`config.mk`:
```
export PLATFORM = sky130hd
export DESIGN_NAME = wb_periph_arbiter_flat
export DESIGN_NICKNAME = d
export VERILOG_FILES = /design/src/rtl/wb_periph_arbiter_if.sv /design/src/rtl/wb_periph_arbiter.sv /design/src/flat_wrapper.sv
export SDC_FILE = /design/constraint.sdc
export NUM_CORES = 1
export LEC_CHECK = 0
export ABC_AREA = 0
export CORE_ASPECT_RATIO = 0.8
export CORE_MARGIN = 8
export CORE_UTILIZATION = 47
export CTS_CLUSTER_DIAMETER = 80
export DETAILED_ROUTE_END_ITERATION = 6
export HOLD_SLACK_MARGIN = 0.05
export PLACE_DENSITY = 0.92
export REMOVE_ABC_BUFFERS = 1
export SETUP_SLACK_MARGIN = 0.5
export SYNTH_ARGS = -nofsm -noshare
export SYNTH_HDL_FRONTEND = slang
export SYNTH_SLANG_ARGS = --single-unit
```
`constraint.sdc`:
```
create_clock -name clk -period 2.49 [get_ports clk]
set_input_delay 0.3735 -clock clk [delete_from_list [all_inputs] [get_ports clk]]
set_output_delay 0.3735 -clock clk [all_outputs]
set_load 0.005 [all_outputs]
```
`src/rtl/wb_periph_arbiter_if.sv`:
```
// wb_periph_arbiter_if: signal bundle for the two-master peripheral arbiter.
// Port summary: masters m0/m1 (stb/we/adr/dat in, ack/dat out),
// slave side (stb/we/adr/dat out, ack/dat in), grant/timeout-error status.
// The slave modport is the arbiter's own view; master is the surrounding
// environment (masters, peripheral and status logic).
interface wb_periph_arbiter_if #(
  parameter int DATA_WIDTH = 8
);
  logic                  m0_stb_i;
  logic                  m0_we_i;
  logic [DATA_WIDTH-1:0] m0_adr_i;
  logic [DATA_WIDTH-1:0] m0_dat_i;
  logic                  m0_ack_o;
  logic [DATA_WIDTH-1:0] m0_dat_o;

  logic                  m1_stb_i;
  logic                  m1_we_i;
  logic [DATA_WIDTH-1:0] m1_adr_i;
  logic [DATA_WIDTH-1:0] m1_dat_i;
  logic                  m1_ack_o;
  logic [DATA_WIDTH-1:0] m1_dat_o;

  logic                  s_stb_o;
  logic                  s_we_o;
  logic [DATA_WIDTH-1:0] s_adr_o;
  logic [DATA_WIDTH-1:0] s_dat_o;
  logic                  s_ack_i;
  logic [DATA_WIDTH-1:0] s_dat_i;

  logic [1:0]            grant_o;
  logic                  timeout_err_o;
  logic                  err_clr_i;

  modport slave (
    input  m0_stb_i, m0_we_i, m0_adr_i, m0_dat_i,
    output m0_ack_o, m0_dat_o,
    input  m1_stb_i, m1_we_i, m1_adr_i, m1_dat_i,
    output m1_ack_o, m1_dat_o,
    output s_stb_o, s_we_o, s_adr_o, s_dat_o,
    input  s_ack_i, s_dat_i,
    output grant_o, timeout_err_o,
    input  err_clr_i
  );

  modport master (
    output m0_stb_i, m0_we_i, m0_adr_i, m0_dat_i,
    input  m0_ack_o, m0_dat_o,
    output m1_stb_i, m1_we_i, m1_adr_i, m1_dat_i,
    input  m1_ack_o, m1_dat_o,
    input  s_stb_o, s_we_o, s_adr_o, s_dat_o,
    output s_ack_i, s_dat_i,
    input  grant_o, timeout_err_o,
    output err_clr_i
  );
endinterface

```
`src/rtl/wb_periph_arbiter.sv`:
```
// wb_periph_arbiter: round-robin arbiter, core (m0) and debug (m1) masters
// onto one peripheral bus, with slave-ack timeout. Ports: clk, reset, bus.
module wb_periph_arbiter #(
  parameter int DATA_WIDTH     = 8,
  parameter int TIMEOUT_CYCLES = 16
) (
  input  logic               clk,
  input  logic               reset,
  wb_periph_arbiter_if.slave bus
);

  typedef enum logic [1:0] {
    IDLE,
    BUSY,
    DONE
  } state_t;

  localparam logic [7:0] TMO = 8'(TIMEOUT_CYCLES);

  state_t                state_q, state_d;
  logic [7:0]            cnt_q, cnt_d;
  logic                  last_q, last_d;
  logic [1:0]            grant_q, grant_d;
  logic                  stb_q, stb_d;
  logic                  we_q, we_d;
  logic [DATA_WIDTH-1:0] adr_q, adr_d;
  logic [DATA_WIDTH-1:0] sdat_q, sdat_d;
  logic                  ack0_q, ack0_d;
  logic                  ack1_q, ack1_d;
  logic [DATA_WIDTH-1:0] dat0_q, dat0_d;
  logic [DATA_WIDTH-1:0] dat1_q, dat1_d;
  logic                  err_q, err_d;

  logic                  pick1;
  logic                  finish;
  logic                  tmo;
  logic [DATA_WIDTH-1:0] rdata;

  always_comb begin
    state_d = state_q;
    cnt_d   = cnt_q;
    last_d  = last_q;
    grant_d = grant_q;
    stb_d   = stb_q;
    we_d    = we_q;
    adr_d   = adr_q;
    sdat_d  = sdat_q;
    ack0_d  = 1'b0;
    ack1_d  = 1'b0;
    dat0_d  = dat0_q;
    dat1_d  = dat1_q;
    err_d   = err_q;
    pick1   = 1'b0;
    finish  = 1'b0;
    tmo     = 1'b0;
    rdata   = bus.s_dat_i;

    unique case (state_q)
      IDLE: begin
        grant_d = 2'b00;
        // on a tie, serve whoever was not served last
        pick1 = bus.m1_stb_i &
                (~bus.m0_stb_i | ~last_q);
        if (bus.m0_stb_i | bus.m1_stb_i) begin
          state_d = BUSY;
          cnt_d   = '0;
          last_d  = pick1;
          grant_d = pick1 ? 2'b10 : 2'b01;
          stb_d   = 1'b1;
          we_d    = pick1 ? bus.m1_we_i
                          : bus.m0_we_i;
          adr_d   = pick1 ? bus.m1_adr_i
                          : bus.m0_adr_i;
          sdat_d  = pick1 ? bus.m1_dat_i
                          : bus.m0_dat_i;
        end
      end
      BUSY: begin
        cnt_d = cnt_q + 8'd1;
        // an ack on the last allowed cycle still wins
        if (bus.s_ack_i) begin
          finish = 1'b1;
        end else if (cnt_d == TMO) begin
          finish = 1'b1;
          tmo    = 1'b1;
          rdata  = '1;
        end
        if (finish) begin
          state_d = DONE;
          stb_d   = 1'b0;
          if (grant_q[1]) begin
            ack1_d = 1'b1;
            dat1_d = rdata;
          end else begin
            ack0_d = 1'b1;
            dat0_d = rdata;
          end
        end
      end
      DONE: begin
        state_d = IDLE;
        grant_d = 2'b00;
      end
      default: state_d = IDLE;
    endcase

    // a fresh timeout beats a clear on the same edge
    if (tmo) begin
      err_d = 1'b1;
    end else if (bus.err_clr_i) begin
      err_d = 1'b0;
    end
  end

  always_ff @(posedge clk) begin
    if (reset) begin
      state_q <= IDLE;
      cnt_q   <= '0;
      last_q  <= 1'b1;
      grant_q <= 2'b00;
      stb_q   <= 1'b0;
      we_q    <= 1'b0;
      adr_q   <= '0;
      sdat_q  <= '0;
      ack0_q  <= 1'b0;
      ack1_q  <= 1'b0;
      dat0_q  <= '0;
      dat1_q  <= '0;
      err_q   <= 1'b0;
    end else begin
      state_q <= state_d;
      cnt_q   <= cnt_d;
      last_q  <= last_d;
      grant_q <= grant_d;
      stb_q   <= stb_d;
      we_q    <= we_d;
      adr_q   <= adr_d;
      sdat_q  <= sdat_d;
      ack0_q  <= ack0_d;
      ack1_q  <= ack1_d;
      dat0_q  <= dat0_d;
      dat1_q  <= dat1_d;
      err_q   <= err_d;
    end
  end

  assign bus.s_stb_o       = stb_q;
  assign bus.s_we_o        = we_q;
  assign bus.s_adr_o       = adr_q;
  assign bus.s_dat_o       = sdat_q;
  assign bus.m0_ack_o      = ack0_q;
  assign bus.m1_ack_o      = ack1_q;
  assign bus.m0_dat_o      = dat0_q;
  assign bus.m1_dat_o      = dat1_q;
  assign bus.grant_o       = grant_q;
  assign bus.timeout_err_o = err_q;

endmodule

```
`src/flat_wrapper.sv`:
```
// flat-port wrapper written by rule: the top's interface ports become plain ports
module wb_periph_arbiter_flat 
#(
  parameter int DATA_WIDTH     = 8,
  parameter int TIMEOUT_CYCLES = 16
)
  (clk, reset, bus_m0_stb_i, bus_m0_we_i, bus_m0_adr_i, bus_m0_dat_i, bus_m0_ack_o, bus_m0_dat_o, bus_m1_stb_i, bus_m1_we_i, bus_m1_adr_i, bus_m1_dat_i, bus_m1_ack_o, bus_m1_dat_o, bus_s_stb_o, bus_s_we_o, bus_s_adr_o, bus_s_dat_o, bus_s_ack_i, bus_s_dat_i, bus_grant_o, bus_timeout_err_o, bus_err_clr_i);
  wb_periph_arbiter_if #(.DATA_WIDTH(DATA_WIDTH)) bus_i ();
  input  logic clk;
  input  logic reset;
  input wire logic [$bits(bus_i.m0_stb_i)-1:0] bus_m0_stb_i;
  input wire logic [$bits(bus_i.m0_we_i)-1:0] bus_m0_we_i;
  input wire logic [$bits(bus_i.m0_adr_i)-1:0] bus_m0_adr_i;
  input wire logic [$bits(bus_i.m0_dat_i)-1:0] bus_m0_dat_i;
  output wire logic [$bits(bus_i.m0_ack_o)-1:0] bus_m0_ack_o;
  output wire logic [$bits(bus_i.m0_dat_o)-1:0] bus_m0_dat_o;
  input wire logic [$bits(bus_i.m1_stb_i)-1:0] bus_m1_stb_i;
  input wire logic [$bits(bus_i.m1_we_i)-1:0] bus_m1_we_i;
  input wire logic [$bits(bus_i.m1_adr_i)-1:0] bus_m1_adr_i;
  input wire logic [$bits(bus_i.m1_dat_i)-1:0] bus_m1_dat_i;
  output wire logic [$bits(bus_i.m1_ack_o)-1:0] bus_m1_ack_o;
  output wire logic [$bits(bus_i.m1_dat_o)-1:0] bus_m1_dat_o;
  output wire logic [$bits(bus_i.s_stb_o)-1:0] bus_s_stb_o;
  output wire logic [$bits(bus_i.s_we_o)-1:0] bus_s_we_o;
  output wire logic [$bits(bus_i.s_adr_o)-1:0] bus_s_adr_o;
  output wire logic [$bits(bus_i.s_dat_o)-1:0] bus_s_dat_o;
  input wire logic [$bits(bus_i.s_ack_i)-1:0] bus_s_ack_i;
  input wire logic [$bits(bus_i.s_dat_i)-1:0] bus_s_dat_i;
  output wire logic [$bits(bus_i.grant_o)-1:0] bus_grant_o;
  output wire logic [$bits(bus_i.timeout_err_o)-1:0] bus_timeout_err_o;
  input wire logic [$bits(bus_i.err_clr_i)-1:0] bus_err_clr_i;
  assign bus_i.m0_stb_i = bus_m0_stb_i;
  assign bus_i.m0_we_i = bus_m0_we_i;
  assign bus_i.m0_adr_i = bus_m0_adr_i;
  assign bus_i.m0_dat_i = bus_m0_dat_i;
  assign bus_m0_ack_o = bus_i.m0_ack_o;
  assign bus_m0_dat_o = bus_i.m0_dat_o;
  assign bus_i.m1_stb_i = bus_m1_stb_i;
  assign bus_i.m1_we_i = bus_m1_we_i;
  assign bus_i.m1_adr_i = bus_m1_adr_i;
  assign bus_i.m1_dat_i = bus_m1_dat_i;
  assign bus_m1_ack_o = bus_i.m1_ack_o;
  assign bus_m1_dat_o = bus_i.m1_dat_o;
  assign bus_s_stb_o = bus_i.s_stb_o;
  assign bus_s_we_o = bus_i.s_we_o;
  assign bus_s_adr_o = bus_i.s_adr_o;
  assign bus_s_dat_o = bus_i.s_dat_o;
  assign bus_i.s_ack_i = bus_s_ack_i;
  assign bus_i.s_dat_i = bus_s_dat_i;
  assign bus_grant_o = bus_i.grant_o;
  assign bus_timeout_err_o = bus_i.timeout_err_o;
  assign bus_i.err_clr_i = bus_err_clr_i;
  wb_periph_arbiter #(.DATA_WIDTH(DATA_WIDTH), .TIMEOUT_CYCLES(TIMEOUT_CYCLES)) u_core (.clk(clk), .reset(reset), .bus(bus_i));
endmodule
```
==> results.txt <==
----------------------------------------------------
[STA]
  Total negative slack ... 0 ns
  Crit path time final ... 1.86 ns
  Final-report setup violation count ... 0
  Unrepaired setup endpoints after global routing ... no
  Number of max-slew violations in the final report ... 0
  Clock tree skew after final layout ... 0.00522 ns
  Final Hold Fails ... 0
  Max-slew headroom at the worst pin ... 0.500
  Slew at the pin closest to its max-slew limit ... 0.748 ns
  Final cycle utilization of the critical path ... 0.747
  Achievable clock frequency ... 537 MHz

[Pwr]
  Leak Pwr ... 1.13 nW
  Clock network fraction of total power ... 0.290
  Maximum vdd ir drop ... 0.000313 V
  P_sw ... 0.492 mW
  Power density normalized to cell area ... 548 nW/µm²
  Cell internal pwr ... 1.30 mW
  Switching power as a share of total power ... 0.275
  Share of power burned in registers ... 0.494
  Proportion of power drawn by combinational gates ... 0.216

[Min path]
  Tightest Hold Check Type ... flip-flop to flip-flop

[Die]
  Die height ... 77.5 µm
  Die boundary width ... 92.9 µm
  Total die area ... 7200 µm²
  Area of the core region ... 4570 µm²
  Rows ... 22
  Num ports ... 87
  Initial Util ... 0.486

[Routing]
  Post-route DRC violation count ... 0
  Iteration-0 DRC Markers ... 330
  First drt pass iteration count ... 6
  Average wire per cell in the routed design ... 18.2 µm
  Wirelength, routed ... 6.90 mm
  Antenna viol nets, final ... 0
  Number of vias in the routed layout ... 2342
  Drt via density ... 6.18

[Placed design]
  Post-placement cell area ... 3110 µm²
  Final HPWL DP ... 4.75 mm
  Number of buffers added on ports ... 86
  RePlAce Congestion ... 0.806

[Logic synthesis]
  Mean instance size in the synthesized netlist ... 9.42 µm²
  Number of enable flip-flop cells after synthesis ... 0
  Arithmetic-cell share of the synthesized area counting full adders, half adders and majority gates ... 0.00563
  Area share of and/or/nand/nor cells after synthesis ... 0.154
  Cell type with the largest total area after synthesis ... sky130_fd_sc_hd__dfxtp_1
  Complex-gate fraction of the synthesized area ... 0.338
  Portion of synthesized cell area occupied by the leading cell type ... 0.450
  Sequential share of the synthesized area ... 0.450
  Count of state elements after synthesis ... 50
  Post-Synth XOR/XNOR Area ... 0
  Mux share of post-synthesis cell area ... 0
  Cell count after synthesis ... 236
  Yosys cell types ... 49
  FFs w/ async S/R, synth ... 0
  Main combinational cell family by area after synthesis ... compound AO/OA/AOI/OAI gates
  Number of warnings issued by yosys ... 0
  Ranking of synthesized cells by area ... sky130_fd_sc_hd__dfxtp_1 (45%), sky130_fd_sc_hd__a222oi_1 (7.7%), sky130_fd_sc_hd__nor2_1 (5.2%)
  Mapped cell area ... 2220 µm²
  Primary FF master, synth ... sky130_fd_sc_hd__dfxtp_1

[Run]
  Max-cap violations ... 0

[GRT]
  GRT met3 Usage ... 0.0644
  Vias in the first global route ... 2317
  GR Util met1 ... 0.246
  First-pass GRT wire length ... 11.5 mm
  GRT Max-Usage Layer ... met2
  Total congestion overflow ... 0
  Total routing usage reported by global routing ... 0.193
  Met2 Track Usage GR ... 0.295
  Antenna violations before repair ... 0
  Largest net degree at the start of global routing ... 33

[Critical path]
  Crit path arrival time ... 2.06 ns
  Critical Path Source Type ... flip-flop
  Reg-to-reg critical path startpoint ... u_core.cnt_q[5]
  Worst Setup SP ... u_core.cnt_q[5]
  Number of cell instances on the worst register-to-register path ... 4
  Worst setup path class ... flip-flop to flip-flop
  Slack of the worst reg-to-reg path ... 0.63 ns
  Critical path capture point type ... flip-flop
  Critical path destination ... u_core.bus.m1_dat_o[2]
  Endpoint of the most critical register-to-register path ... u_core.bus.m1_dat_o[2]
  Biggest fanout along the worst timing path ... 11
  Data required time of the critical path ... 2.69 ns

[Finish]
  Net count reported at finish ... 367
  Area Growth Syn to Fin ... 46.8%
  Share of post-route cells with drive strength above 1 ... 0.110
  Antenna Diode Count ... 0
  Filler Cell Count ... 365
  Finished Cell Area ... 3260 µm²

[Clocking]
  Cell chosen for the clock root ... sky130_fd_sc_hd__clkbuf_8
  Clock network latency to the later pin of the worst-skew pair ... 0.31 ns
  Worst-case clock buffer depth ... 2
  Clock sink count ... 50
  Inserted Clock Buffers ... 5
  TritonCTS clock tree ... yes
  H-Tree Level Count ... 2
  Post-CTS Hold Buffers ... 0
  Clock transition at the registers of the reported paths ... 0.10 ns
  Number of buffers added for setup after CTS ... 0

[Status]
  Outcome ... complete, no violations

----------------------------------------------------
[area by class of cell]
| type | instances | area, µm² | share of cell area |
|---|---|---|---|
| inverters | 3 | 11.3 | 0.00345 |
| well taps | 60 | 75.1 | 0.0230 |
| repair buffers | 94 | 921 | 0.282 |
| clock inverters | 2 | 16.3 | 0.00499 |
| multi-input cells | 164 | 1150 | 0.354 |
| flip-flops and latches | 50 | 1000 | 0.307 |
| clock buffers | 6 | 82.6 | 0.0253 |
[metal layers]
layer / routed length [µm] / part of all wire
met1: 2890 / 0.42
met2: 3210 / 0.47
met3: 695 / 0.10
met4: 97 / 0.014
met5: 0 / 0
[power by group through the flow]
| stage | logic [mW] | clock network, mW | registers, mW |
|---|---|---|---|
| 2_1_floorplan | 0.138 | 0 | 0.904 |
| 3_3_place_gp | 0.371 | 0 | 0.900 |
| 3_5_place_dp | 0.379 | 0 | 0.901 |
| 4_1_cts | 0.385 | 0.523 | 0.883 |
| 5_1_grt | 0.421 | 0.563 | 0.891 |
| 6_report | 0.386 | 0.519 | 0.884 |
[kinds of logic (layout without fill, tap and decap cells)]
kind of cell	count (synthesis)	after routing
buffers and inverters	23	105
AND/OR/NAND/NOR	66	66
adder cells (fa/ha/maj)	1	1
AO/OA/AOI/OAI	96	97
flip-flops	50	50
[placed cells by master (no fill, tap or decap), drive strengths merged, types with 3 or more instances in the layout]
master / Yosys / layout
o21ai: 24 / 24
nand3: 6 / 6
a311oi: 3 / 3
dfxtp: 50 / 50
inv: 3 / 4
nor3: 3 / 3
nor2: 31 / 31
clkdlybuf4s50: 0 / 86
clkbuf: 10 / 6
buf: 10 / 8
o211ai: 14 / 14
o41ai: 14 / 14
nand2b: 3 / 3
a222oi: 17 / 17
nand2: 8 / 8
a21oi: 8 / 8
[Yosys cell counts, drive strengths merged, types with 6 or more instances]
| master | number |
|---|---|
| a222oi | 17 |
| o41ai | 14 |
| nand2 | 8 |
| dfxtp | 50 |
| o211ai | 14 |
| a21oi | 8 |
| clkbuf | 10 |
| nand3 | 6 |
| nor2 | 31 |
| o21ai | 24 |
| buf | 10 |
[worst max-delay path, cell delays in order (launching register included)]
cell,delay [ns]
sky130_fd_sc_hd__dfxtp_1,0.46
sky130_fd_sc_hd__nand3_1,0.26
sky130_fd_sc_hd__o21ai_4,0.29
sky130_fd_sc_hd__a41oi_4,0.27
sky130_fd_sc_hd__o41ai_1,0.46
[per-stage QoR]
stage / total power, mW / util / instances / hold WS (ns) / setup slack (ns)
finish: 1.79 / 0.714 / 379 / 0.465 / 0.629
global route: 1.88 / 0.714 / 379 / 0.502 / 0.532
CTS: 1.79 / 0.709 / 379 / 0.470 / 0.503
detailed placement: 1.28 / 0.681 / 370 / 0.457 / 0.449
global placement: 1.27 / 0.681 / 370 / 0.439 / 0.550
floorplan: 1.04 / - / 216 / 0.439 / 0.675
[registers in the layout, indices dropped and copies added (netlist names), 2 cells and up]
register	flops
u_core.bus.m0_dat_o	8
u_core.bus.m1_dat_o	8
u_core.cnt_q	8
u_core.bus.s_dat_o	8
u_core.state_q	2
u_core.bus.grant_o	2
u_core.bus.s_adr_o	8
[worst min path at each step]
stage	cells after the start	slack, ns	to	startpoint
after global placement	2	0.44	u_core.bus.timeout_err_o	u_core.bus.timeout_err_o
after floorplan	2	0.44	u_core.last_q	u_core.last_q
final	2	0.46	u_core.bus.m0_dat_o[6]	u_core.bus.m0_dat_o[6]
after CTS	2	0.47	u_core.bus.m0_dat_o[6]	u_core.bus.m0_dat_o[6]
after detailed placement	2	0.46	u_core.bus.m0_dat_o[6]	u_core.bus.m0_dat_o[6]
after global routing	2	0.50	u_core.bus.m0_dat_o[6]	u_core.bus.m0_dat_o[6]
[repair_timing]
action / 4_1_cts / 5_1_grt
pin swaps: 1 / 2
resized for setup: 1 / 5
cloned: 1 / 0
endpoints found under the setup margin: 17 / 21
Power figures use the tool's default switching activity.
